File: src/rtl/hazard_stall_unit_pkg.sv
// hazard_pkg: shared state encoding and constants for the hazard stall unit
package hazard_pkg;
    typedef enum logic {IDLE = 1'b0, BUSY = 1'b1} state_e;
    localparam logic [4:0] REG_X0 = 5'd0;
    localparam logic [6:0] MUL_FUNCT7 = 7'b0000001;
    localparam int CNT_W_DEF = 4;
endpackage

File: src/rtl/hazard_stall_unit_if.sv
// hazard_stall_unit_if: pipeline-to-hazard-unit signals; stats ports exist only with HAZARD_STATS_EN
interface hazard_stall_unit_if;
    logic [4:0] id_rs1;
    logic [4:0] id_rs2;
    logic [4:0] ex_rd;
    logic ex_mem_read;
    logic ex_is_mult;
    logic ex_redirect;
    logic pc_write;
    logic if_id_write;
    logic id_ex_write;
    logic id_ex_bubble;
    logic ex_mem_bubble;
    logic if_id_flush;
    logic mult_done;
`ifdef HAZARD_STATS_EN
    logic [31:0] stall_cycles;
    logic [31:0] flush_count;
    modport master (
        output id_rs1, id_rs2, ex_rd, ex_mem_read, ex_is_mult, ex_redirect,
        input pc_write, if_id_write, id_ex_write, id_ex_bubble, ex_mem_bubble, if_id_flush, mult_done,
        input stall_cycles, flush_count
    );
    modport slave (
        input id_rs1, id_rs2, ex_rd, ex_mem_read, ex_is_mult, ex_redirect,
        output pc_write, if_id_write, id_ex_write, id_ex_bubble, ex_mem_bubble, if_id_flush, mult_done,
        output stall_cycles, flush_count
    );
`else
    modport master (
        output id_rs1, id_rs2, ex_rd, ex_mem_read, ex_is_mult, ex_redirect,
        input pc_write, if_id_write, id_ex_write, id_ex_bubble, ex_mem_bubble, if_id_flush, mult_done
    );
    modport slave (
        input id_rs1, id_rs2, ex_rd, ex_mem_read, ex_is_mult, ex_redirect,
        output pc_write, if_id_write, id_ex_write, id_ex_bubble, ex_mem_bubble, if_id_flush, mult_done
    );
`endif
endinterface

File: src/rtl/hazard_stall_unit_mult_occupancy_ctr.sv
// mult_occupancy_ctr: IDLE/BUSY tracker holding EX while a multi-cycle MUL completes
module mult_occupancy_ctr
    import hazard_pkg::*;
#(
    parameter int MULT_LATENCY = 3,
    parameter int CNT_W = CNT_W_DEF
) (
    input  logic clk,
    input  logic arst_n,
    input  logic ex_is_mult,
    output logic mult_stall,
    output logic mult_done
);
    if (MULT_LATENCY < 2 || MULT_LATENCY - 2 >= (1 << CNT_W)) begin : g_bad_latency
        $error("MULT_LATENCY must be >= 2 and MULT_LATENCY-2 must fit in CNT_W bits");
    end
    localparam logic [CNT_W-1:0] CNT_LOAD = CNT_W'(MULT_LATENCY - 2);
    state_e state_q, state_d;
    logic [CNT_W-1:0] cnt_q, cnt_d;
    always_comb begin
        state_d = state_q;
        cnt_d = cnt_q;
        mult_stall = 1'b0;
        mult_done = 1'b0;
        if (state_q == IDLE) begin
            if (ex_is_mult) begin
                state_d = BUSY;
                cnt_d = CNT_LOAD;
                mult_stall = 1'b1;
            end
        end else if (cnt_q != '0) begin
            cnt_d = cnt_q - CNT_W'(1);
            mult_stall = 1'b1;
        end else begin
            mult_done = 1'b1;
            state_d = IDLE;
        end
    end
    always_ff @(posedge clk or negedge arst_n) begin
        if (!arst_n) begin
            state_q <= IDLE;
            cnt_q <= '0;
        end else begin
            state_q <= state_d;
            cnt_q <= cnt_d;
        end
    end
endmodule

File: src/rtl/hazard_stall_unit.sv
// hazard_stall_unit: load-use/MUL/redirect hazard control; HAZARD_STATS_EN adds stall and flush counters
module hazard_stall_unit
    import hazard_pkg::*;
#(
    parameter int MULT_LATENCY = 3,
    parameter int CNT_W = CNT_W_DEF
) (
    input logic clk,
    input logic arst_n,
    hazard_stall_unit_if.slave hz
);
    logic mult_stall, mult_done_raw, load_use;
    mult_occupancy_ctr #(.MULT_LATENCY(MULT_LATENCY), .CNT_W(CNT_W)) u_mul (
        .clk(clk),
        .arst_n(arst_n),
        .ex_is_mult(hz.ex_is_mult),
        .mult_stall(mult_stall),
        .mult_done(mult_done_raw)
    );
    assign load_use = hz.ex_mem_read && hz.ex_rd != REG_X0 &&
                      (hz.ex_rd == hz.id_rs1 || hz.ex_rd == hz.id_rs2);
    // Outputs sit at idle values while reset is held, regardless of inputs
    always_comb begin
        hz.pc_write = 1'b1;
        hz.if_id_write = 1'b1;
        hz.id_ex_write = 1'b1;
        hz.id_ex_bubble = 1'b0;
        hz.ex_mem_bubble = 1'b0;
        hz.if_id_flush = 1'b0;
        hz.mult_done = 1'b0;
        if (arst_n) begin
            hz.mult_done = mult_done_raw;
            if (mult_stall) begin
                hz.pc_write = 1'b0;
                hz.if_id_write = 1'b0;
                hz.id_ex_write = 1'b0;
                hz.ex_mem_bubble = 1'b1;
            end else if (hz.ex_redirect) begin
                hz.if_id_flush = 1'b1;
                hz.id_ex_bubble = 1'b1;
            end else if (load_use) begin
                hz.pc_write = 1'b0;
                hz.if_id_write = 1'b0;
                hz.id_ex_bubble = 1'b1;
            end
        end
    end
`ifdef HAZARD_STATS_EN
    logic [31:0] stall_cycles_q, stall_cycles_d, flush_count_q, flush_count_d;
    always_comb begin
        stall_cycles_d = (!hz.pc_write && stall_cycles_q != '1) ? stall_cycles_q + 32'd1 : stall_cycles_q;
        flush_count_d = (hz.if_id_flush && flush_count_q != '1) ? flush_count_q + 32'd1 : flush_count_q;
    end
    always_ff @(posedge clk or negedge arst_n) begin
        if (!arst_n) begin
            stall_cycles_q <= '0;
            flush_count_q <= '0;
        end else begin
            stall_cycles_q <= stall_cycles_d;
            flush_count_q <= flush_count_d;
        end
    end
    assign hz.stall_cycles = stall_cycles_q;
    assign hz.flush_count = flush_count_q;
`endif
endmodule

File: src/flat_wrapper.sv
// flat-port wrapper written by rule: the top's interface ports become plain ports
module hazard_stall_unit_flat import hazard_pkg::*;
#(
    parameter int MULT_LATENCY = 3,
    parameter int CNT_W = CNT_W_DEF
)
  (clk, arst_n, hz_id_rs1, hz_id_rs2, hz_ex_rd, hz_ex_mem_read, hz_ex_is_mult, hz_ex_redirect, hz_pc_write, hz_if_id_write, hz_id_ex_write, hz_id_ex_bubble, hz_ex_mem_bubble, hz_if_id_flush, hz_mult_done);
  hazard_stall_unit_if hz_i ();
  input logic clk;
  input logic arst_n;
  input wire logic [$bits(hz_i.id_rs1)-1:0] hz_id_rs1;
  input wire logic [$bits(hz_i.id_rs2)-1:0] hz_id_rs2;
  input wire logic [$bits(hz_i.ex_rd)-1:0] hz_ex_rd;
  input wire logic [$bits(hz_i.ex_mem_read)-1:0] hz_ex_mem_read;
  input wire logic [$bits(hz_i.ex_is_mult)-1:0] hz_ex_is_mult;
  input wire logic [$bits(hz_i.ex_redirect)-1:0] hz_ex_redirect;
  output wire logic [$bits(hz_i.pc_write)-1:0] hz_pc_write;
  output wire logic [$bits(hz_i.if_id_write)-1:0] hz_if_id_write;
  output wire logic [$bits(hz_i.id_ex_write)-1:0] hz_id_ex_write;
  output wire logic [$bits(hz_i.id_ex_bubble)-1:0] hz_id_ex_bubble;
  output wire logic [$bits(hz_i.ex_mem_bubble)-1:0] hz_ex_mem_bubble;
  output wire logic [$bits(hz_i.if_id_flush)-1:0] hz_if_id_flush;
  output wire logic [$bits(hz_i.mult_done)-1:0] hz_mult_done;
  assign hz_i.id_rs1 = hz_id_rs1;
  assign hz_i.id_rs2 = hz_id_rs2;
  assign hz_i.ex_rd = hz_ex_rd;
  assign hz_i.ex_mem_read = hz_ex_mem_read;
  assign hz_i.ex_is_mult = hz_ex_is_mult;
  assign hz_i.ex_redirect = hz_ex_redirect;
  assign hz_pc_write = hz_i.pc_write;
  assign hz_if_id_write = hz_i.if_id_write;
  assign hz_id_ex_write = hz_i.id_ex_write;
  assign hz_id_ex_bubble = hz_i.id_ex_bubble;
  assign hz_ex_mem_bubble = hz_i.ex_mem_bubble;
  assign hz_if_id_flush = hz_i.if_id_flush;
  assign hz_mult_done = hz_i.mult_done;
  hazard_stall_unit #(.MULT_LATENCY(MULT_LATENCY), .CNT_W(CNT_W)) u_core (.clk(clk), .arst_n(arst_n), .hz(hz_i));
endmodule
File: config.mk
export PLATFORM = sky130hd
export DESIGN_NAME = hazard_stall_unit_flat
export DESIGN_NICKNAME = d
export VERILOG_FILES = /design/src/rtl/hazard_stall_unit_pkg.sv /design/src/rtl/hazard_stall_unit_if.sv /design/src/rtl/hazard_stall_unit_mult_occupancy_ctr.sv /design/src/rtl/hazard_stall_unit.sv /design/src/flat_wrapper.sv
export SDC_FILE = /design/constraint.sdc
export NUM_CORES = 1
export LEC_CHECK = 0
export CORE_AREA = 2 2 39 41
export DETAILED_ROUTE_END_ITERATION = 7
export DIE_AREA = 0 0 41 43
export GPL_TIMING_DRIVEN = 0
export HOLD_SLACK_MARGIN = 0.1
export PLACE_DENSITY_LB_ADDON = 0.05
export SLEW_MARGIN = 15
export SYNTH_ARGS = -nofsm -noshare
export SYNTH_HDL_FRONTEND = slang
export SYNTH_SLANG_ARGS = --single-unit
File: constraint.sdc
create_clock -name clk -period 4.75 [get_ports clk]
set_input_delay 0.95 -clock clk [delete_from_list [all_inputs] [get_ports clk]]
set_output_delay 0.95 -clock clk [all_outputs]
set_load 0.02 [all_outputs]
==> results.txt, run 1 <==
The clock passes through at most 2 buffers. Setup total negative slack on the finished layout was measured at 0 ps. The run gives 0 as the number of warning messages in the yosys log. The number of global-route vias before repair is 398, and the static leakage is 0.346 nW.

Cell class contributing the biggest share of worst-path delay: buffers and inverters. For this run the aggregate overflow at the end of global routing stands at 0. For the synthesized netlist net count, the log shows 78. The number of vias after detailed routing was 478.

The flow ran to the end, and the final reports show no timing, DRC or antenna violations. The tools report the detailed-route DRC error count as 0. The tools report the routability congestion estimate from global placement as 0.607. TritonCTS built the clock tree.

The run gives 2.25 ps as the worst clock skew. Number of cells in the finished layout apart from fillers: 103. In this run, post-CTS repair resized a total of 0 instances.

The number of violations reported at the end of detailed-routing iteration 0 is 6, and the H-tree level count is 1. 27 I/O pins were placed. In this run, CTS created clock tree buffers numbering 3. The highest attainable clock frequency came out at 253 MHz. Worst slew margin relative to its limit: 0.763. The final standard cell utilization of the core is 0.562.

Setup repair after global routing left no endpoint under its margin. The logs give 3330 ps for the minimum setup slack among reg-to-reg paths and 0.133 for the aggregate global-route resource usage. The run gives 0 as the max-capacitance violation count. The initial cell density of the core was 0.341; the number of different library cells in the post-synthesis netlist was 26. The first global-routing pass estimated 1600 um of wire. Share of final-layout standard cells stronger than drive strength 1: 0.126. Path type of the worst setup path: input pin to output pin. Data on the critical path arrives at its endpoint at 3000 ps. The area of all placed cells without fillers came out at 778 sq um. Number of pins exceeding their max-slew limit in the final report: 0. After clock tree synthesis, the clock-pin slew on the worst setup and hold paths is 50 ps. The run gives 1380 sq um as the core region area. Worst-margin pin slew: 354 ps.

By instance count, the leading cell after synthesis is sky130_fd_sc_hd__xor2_1. The post-synthesis async set-or-reset flop share was 1.00; the number of buffers added on ports was 26. In this run the remaining antenna-violating nets after routing total 0. For the cell total after placement, the log shows 99. For this design the ratio of total power to cell area is 404 nW/um^2.

In the synthesized netlist the dominant register cell turns out to be sky130_fd_sc_hd__dfrtp_1. On the worst path, the slowest cell contributes a delay of 590 ps. Of all nets on the critical path, the largest fanout is 3. The tools report the area enclosed by the die boundary as 1760 sq um. The tightest min-delay check is of the flip-flop to flip-flop type. The synthesized netlist cell count was 57. Die outline width: 41 um.

The part of the cycle the worst path needs was 0.831. Counting stages on the worst path, the most repeated cell is sky130_fd_sc_hd__clkdlybuf4s50_1. The logs give 109 for the net count reported at finish and 0 for the number of hold buffers added after CTS. The row count came out at 14. Across the VDD grid, the largest voltage drop is 0.196 mV.

The die height was 43 um. The worst setup path is captured at an output pin. Compared with the post-synthesis result, the final layout area differs by 65.0%. Cell taking the most area after synthesis: sky130_fd_sc_hd__dfrtp_1.

The initial antenna violation count is 0. The root cell of the clock tree was sky130_fd_sc_hd__clkbuf_4. The logs give 472 sq um for the netlist area before placement and 0 for the setup-violating endpoint count in the final report. The share of the yosys chip area belonging to registers is 0.265, and the shortest clock period the worst path allows after layout is 3950 ps.

The kind of start point of the critical path was an input pin. Yosys attributes the largest share of cell area to sky130_fd_sc_hd__dfrtp_1 27%, sky130_fd_sc_hd__xor2_1 19%, sky130_fd_sc_hd__nand2_1 5.6%. The sum of buffers and inverters on the critical path works out to 3. The average footprint of a synthesized cell works out to 8.28 sq um. The fraction of synthesized cell area taken by the top area cell type was 0.265. The slowest stage of the critical path is the sky130_fd_sc_hd__clkdlybuf4s50_1 cell. Placement-stage cell area: 752 sq um. At the later pin of the worst-skew pair, clock insertion delay measures 240 ps. The number of buffers inserted to repair setup after CTS came out at 0. For this design, the sink count on the clock tree is 5. Traced cell by cell, the critical path runs through clkdlybuf4s50_1 -> or4_1 -> o21ai_2 -> o41a_1 -> buf_4 -> clkdlybuf4s50_1. Dividing the detail-routed wire length by the instance count gives 9.34 um.

After synthesis, the most frequently instantiated cells are 10 x sky130_fd_sc_hd__xor2_1, 7 x sky130_fd_sc_hd__nand2_1, 6 x sky130_fd_sc_hd__nor2_1. The number of failing hold endpoints at the final stage came out at 0. Yosys mapped a number of flops with a built-in enable equal to 0. Synthesis inferred 5 register bits. The number of antenna diodes in the final layout is 0. The required time reported for the critical path endpoint is 3800 ps. The overall routed net length is 962 um, and the detailed-route vias per instance is 4.64. The number of search-and-repair iterations in the first detailed-routing pass is 3, and the maximum number of pins on one net before global-route repair is 10. The HPWL after detailed placement is 835 um.
-- path summary, 6_finish.rpt --
check / startpoint / endpoint / cells after the start
max in group asynchronous: arst_n / u_core.u_mul.cnt_q[2] / 1
setup reg to reg: u_core.u_mul.cnt_q[0] / u_core.u_mul.cnt_q[0] / 7
hold / removal: u_core.u_mul.cnt_q[0] / u_core.u_mul.cnt_q[0] / 1
setup / recovery: hz_ex_rd[0] / hz_pc_write / 6
min in group asynchronous: arst_n / u_core.u_mul.cnt_q[0] / 1
hold reg to reg: u_core.u_mul.cnt_q[0] / u_core.u_mul.cnt_q[0] / 1
-- layer usage --
metal	vias up	share of wire	global-route usage
met3	2	0.051	0.0209
li1	254	-	-
met2	16	0.50	0.191
met5	-	0	0
met4	0	0.015	0.100
met1	206	0.43	0.167
-- sequential cells by signal, indices dropped and copies added (netlist names) --
signal	flops
u_core.u_mul.cnt_q	4
u_core.u_mul.state_q	1
-- stage by stage --
| stage | worst slack [ps] | power (W) | hold WS (ps) |
|---|---|---|---|
| finish | 803 | 0.000315 | 510 |
| floorplan | 1710 | 0.000201 | 472 |
| global placement | 787 | 0.000264 | 500 |
| detailed placement | 775 | 0.000267 | 510 |
| CTS | 767 | 0.000320 | 516 |
| global route | 682 | 0.000341 | 534 |
-- cell usage in the layout, fill, tap and decap left out, drive strengths merged --
cell type / netlist / layout
clkdlybuf4s50: 0 / 26
xor2: 10 / 10
nand2: 7 / 7
nor2: 6 / 6
inv: 6 / 6
dfrtp: 5 / 5
clkbuf: 0 / 4
nor3: 3 / 3
o21ai: 3 / 3
nand2b: 2 / 2
buf: 2 / 2
nor3b: 1 / 1
a21o: 1 / 1
and3: 1 / 1
nand3: 1 / 1
a22oi: 1 / 1
or4: 1 / 1
o41ai: 1 / 1
o41a: 1 / 1
a32o: 1 / 1
a31oi: 1 / 1
mux2i: 1 / 1
mux2: 1 / 1
ha: 1 / 1
-- cell type report --
class | count | area [sq um]
flip-flops and latches | 5 | 125
multi-input cells | 44 | 312
fillers | 133 | 606
inverters | 6 | 22.5
repair buffers | 26 | 260
plain buffers | 2 | 12.5
well taps | 16 | 20.0
clock buffers | 4 | 26.3
-- report_power, final --
part	internal, W	switching (W)	leakage [nW]
registers	0.0000619	0.0000175	0.0592
logic	0.0000973	0.0000876	0.272
clock network	0.0000318	0.0000186	0.0150
-- kinds of logic after synthesis --
kind of cell	after synthesis	share of synthesized area
flops	5	0.265
simple gates	22	0.239
buf+inv	8	0.0743
mux	2	0.0451
fa+ha+maj	1	0.0265
xor+xnor	10	0.186
compound gates	9	0.164
Power figures use the tool's default switching activity.
==> inputs of run 2 (changes only) <==
--- a/config.mk
+++ b/config.mk
@@ -5,9 +5,8 @@
 export SDC_FILE = /design/constraint.sdc
 export NUM_CORES = 1
 export LEC_CHECK = 0
-export CORE_AREA = 2 2 39 41
+export CORE_UTILIZATION = 33
 export DETAILED_ROUTE_END_ITERATION = 7
-export DIE_AREA = 0 0 41 43
 export GPL_TIMING_DRIVEN = 0
 export HOLD_SLACK_MARGIN = 0.1
 export PLACE_DENSITY_LB_ADDON = 0.05
==> constraint.sdc (replaced) <==
create_clock -name clk -period 3.6 [get_ports clk]
set_input_delay 0.72 -clock clk [delete_from_list [all_inputs] [get_ports clk]]
set_output_delay 0.72 -clock clk [all_outputs]
set_load 0.02 [all_outputs]
==> run 2 against run 1 <==
Against the previous run:
- non-clock buffer count unchanged
- sequential share of layout area about the same
- critical endpoint is now hz_if_id_write
- global-route usage increased by 2.3 points
- critical path type unchanged
==> results.txt, run 2 (same netlist as run 1, synthesis figures left out) <==
The logs give 0.380 mV (was 0.196 mV) for the maximum vdd drop and 2880 ps (was 3800 ps) for the required time reported for the critical path endpoint. Number of buffers added on ports: 26 (unchanged). The worst-margin pin slew came out at 355 ps (was 354 ps). Classification of the worst-slack hold path: flip-flop to flip-flop (unchanged).

The number of hold buffers added after CTS is 0 (unchanged), and the detailed-route DRC error count is 0 (unchanged). The initial cell density of the core is 0.358 (was 0.341), and the number of buffers inserted during clock tree synthesis is 3 (unchanged). For the number of search-and-repair iterations in the first detailed-routing pass, the log shows 4 (was 3).

Largest regs: u_core.u_mul.cnt_q x4, u_core.u_mul.state_q x1 (unchanged). TritonCTS built the clock tree. The run gives 0 (unchanged) as the initial antenna violation count.

The antenna violation net count after detailed routing was 0 (unchanged). The shortest clock period the worst path allows after layout was 3410 ps; the remaining global-route overflow was 0 (unchanged). The row count came out at 13 (was 14).

The tools report the number of pins exceeding their max-slew limit in the final report as 0 (unchanged). The H-tree level count is 1 (unchanged). The tools report the endpoint type of the worst setup path as an output pin (unchanged). The detailed-placement wirelength estimate is 851 um (was 835 um), and the aggregate global-route resource usage is 0.155 (was 0.133). The tools report the core region area as 1320 sq um (was 1380 sq um).

Most frequent cells in the layout: 25 x sky130_fd_sc_hd__clkdlybuf4s50_1, 10 x sky130_fd_sc_hd__xor2_1, 7 x sky130_fd_sc_hd__nand2_1, 6 x sky130_fd_sc_hd__nor2_1 (was 26 x sky130_fd_sc_hd__clkdlybuf4s50_1, 10 x sky130_fd_sc_hd__xor2_1, 7 x sky130_fd_sc_hd__nand2_1, 6 x sky130_fd_sc_hd__nor2_1). The run gives 109 (unchanged) as the net count reported at finish. The static leakage was 0.353 nW (was 0.346 nW). The register ranked first by flip-flop count was u_core.u_mul.cnt_q (unchanged). The placement-stage cell area came out at 751 sq um (was 752 sq um).

The overall routed net length was 1010 um (was 962 um). The arrival time at the worst endpoint was 2690 ps (was 3000 ps); the die height was 39.8 um (was 43 um). Area of all placed cells without fillers: 779 sq um (was 778 sq um). The tools report the kind of start point of the critical path as an input pin (unchanged). For the number of vias after detailed routing, the log shows 482 (was 478). The max-capacitance violation count is 0 (unchanged), and the share of final-layout standard cells stronger than drive strength 1 is 0.126 (unchanged). The flow ran to the end, and the final reports show no timing, DRC or antenna violations. The logs give 2.40 ps (was 2.25 ps) for the worst clock skew and 2 (unchanged) for the number of buffers on the longest clock path.

The number of violations reported at the end of detailed-routing iteration 0 is 13 (was 6), and the post-route setup TNS is 0 ps (unchanged). The total of fill cells in the finished design came out at 126 (was 133). The die outline width was 39.8 um (was 41 um); the clock sink total was 5 (unchanged).

Path type of the worst setup path: input pin to output pin (unchanged). Most frequent standard cell in the layout excluding fill and tap cells: sky130_fd_sc_hd__clkdlybuf4s50_1 (unchanged). The setup-violating endpoint count in the final report was 0 (unchanged). The areal power density over the cells works out to 532 nW/um^2 (was 404 nW/um^2). For the count of pins on the block boundary, the log shows 27 (unchanged). The run gives 0.682 (was 0.607) as the routability congestion estimate from global placement.

The flip-flop count of the largest register after layout came out at 4 (unchanged). The part of the cycle the worst path needs was 0.948. Wire length of the first global-routing pass: 1570 um (was 1600 um).

The area enclosed by the die boundary came out at 1580 sq um (was 1760 sq um). The switching fraction of total power came out at 0.394 (was 0.393). The fraction of power consumed by the clock network is 0.158 (was 0.160). The top fanout value on the critical path came out at 3 (unchanged). For the net switching power of the design, the log shows 0.000164 W (was 0.000124 W).

The logs give 0 (unchanged) for the number of buffers inserted to repair setup after CTS and 10 (unchanged) for the maximum number of pins on one net before global-route repair. The tools report the cell internal power dissipation as 0.000251 W (was 0.000191 W). The root cell of the clock tree was sky130_fd_sc_hd__clkbuf_4 (unchanged). The run gives 0.763 (about the same) as the worst slew margin relative to its limit. The highest attainable clock frequency is 293 MHz.

The number of diodes added for antenna fixing was 0 (unchanged); the mean routed wirelength per cell was 9.85 um (was 9.34 um). The number of failing hold endpoints at the final stage was 0 (unchanged). The area added between synthesis and finish works out to 65.3% (was 65.0%).

The clock-pin slew of the registers on the worst-case setup and hold paths is 40 ps (was 50 ps), and the detailed-route vias per instance is 4.73 (was 4.64). The logs give 404 (was 398) for the number of global-route vias before repair and 240 ps (about the same) for the clock latency of the later-clocked register in the worst-skew pair. The run gives 0.588 (about the same) as the power share of the combinational group.

The run gives 0.254 (was 0.252) as the power share of the sequential group. Setup repair after global routing left no endpoint under its margin.
## run 2: changes by cell type in the layout (fill, tap and decap cells not counted), sizes merged
cell and change:
clkdlybuf4s50 -1, dlymetal6s2s +1
## run 2: worst max-delay path, stage by stage
cell and delay [ps]:
sky130_fd_sc_hd__clkdlybuf4s50_1 460, sky130_fd_sc_hd__or4_1 560, sky130_fd_sc_hd__o21ai_2 170, sky130_fd_sc_hd__o41a_1 170
sky130_fd_sc_hd__clkdlybuf4s50_1 610
## run 2: cell type report
cell class	instances	area, sq um	share of cell area
plain buffers	2	12.5	0.0161
clock buffers	4	26.3	0.0337
inverters	6	22.5	0.0289
multi-input cells	44	312	0.400
flip-flops and latches	5	125	0.161
well taps	15	18.8	0.0241
repair buffers	26	263	0.337
## run 2: path summary, 6_finish.rpt
path                                    endpoint  slack [ps]                  start  cells past startpoint
min in group asynchronous  u_core.u_mul.cnt_q[1]         750                 arst_n                      1
min reg2reg                u_core.u_mul.cnt_q[0]         520  u_core.u_mul.cnt_q[0]                      1
min                        u_core.u_mul.cnt_q[0]         520  u_core.u_mul.cnt_q[0]                      1
max in group asynchronous   u_core.u_mul.state_q        2590                 arst_n                      1
max                               hz_if_id_write         190            hz_ex_rd[0]                      5
max reg2reg                u_core.u_mul.cnt_q[0]        2130  u_core.u_mul.cnt_q[0]                      7
## run 2: repair_timing
item | CTS | global route
gates resized for setup | 0 | 1
setup endpoints to repair | 0 | 1
hold endpoints to repair | 0 | 0
## run 2: metal layers
layer | share of wire | GRT usage | up-vias
met5 | 0 | 0 | -
met4 | 0 | 0.0259 | 0
met3 | 0.072 | 0.102 | 0
met2 | 0.48 | 0.234 | 22
met1 | 0.45 | 0.184 | 207
li1 | - | - | 253
## run 2: power by group through the flow
stage	logic, W	registers [W]	clock network [W]
floorplan	0.000164	0.000101	0
global placement	0.000243	0.000105	0
detailed placement	0.000246	0.000105	0
CTS	0.000247	0.000105	0.0000700
global route	0.000272	0.000107	0.0000729
finish	0.000244	0.000105	0.0000657
## run 2: per-stage QoR
stage / utilization / total power [W] / hold slack [ps] / std cells / setup WS [ps]
final: 0.592 / 0.000415 / 519 / 102 / 186
after global routing: 0.592 / 0.000452 / 527 / 102 / 91.5
after CTS: 0.590 / 0.000421 / 512 / 102 / 97.0
after detailed placement: 0.570 / 0.000351 / 504 / 98 / 95.4
after global placement: 0.570 / 0.000348 / 499 / 98 / 105
after floorplan: - / 0.000266 / 424 / 57 / 1020
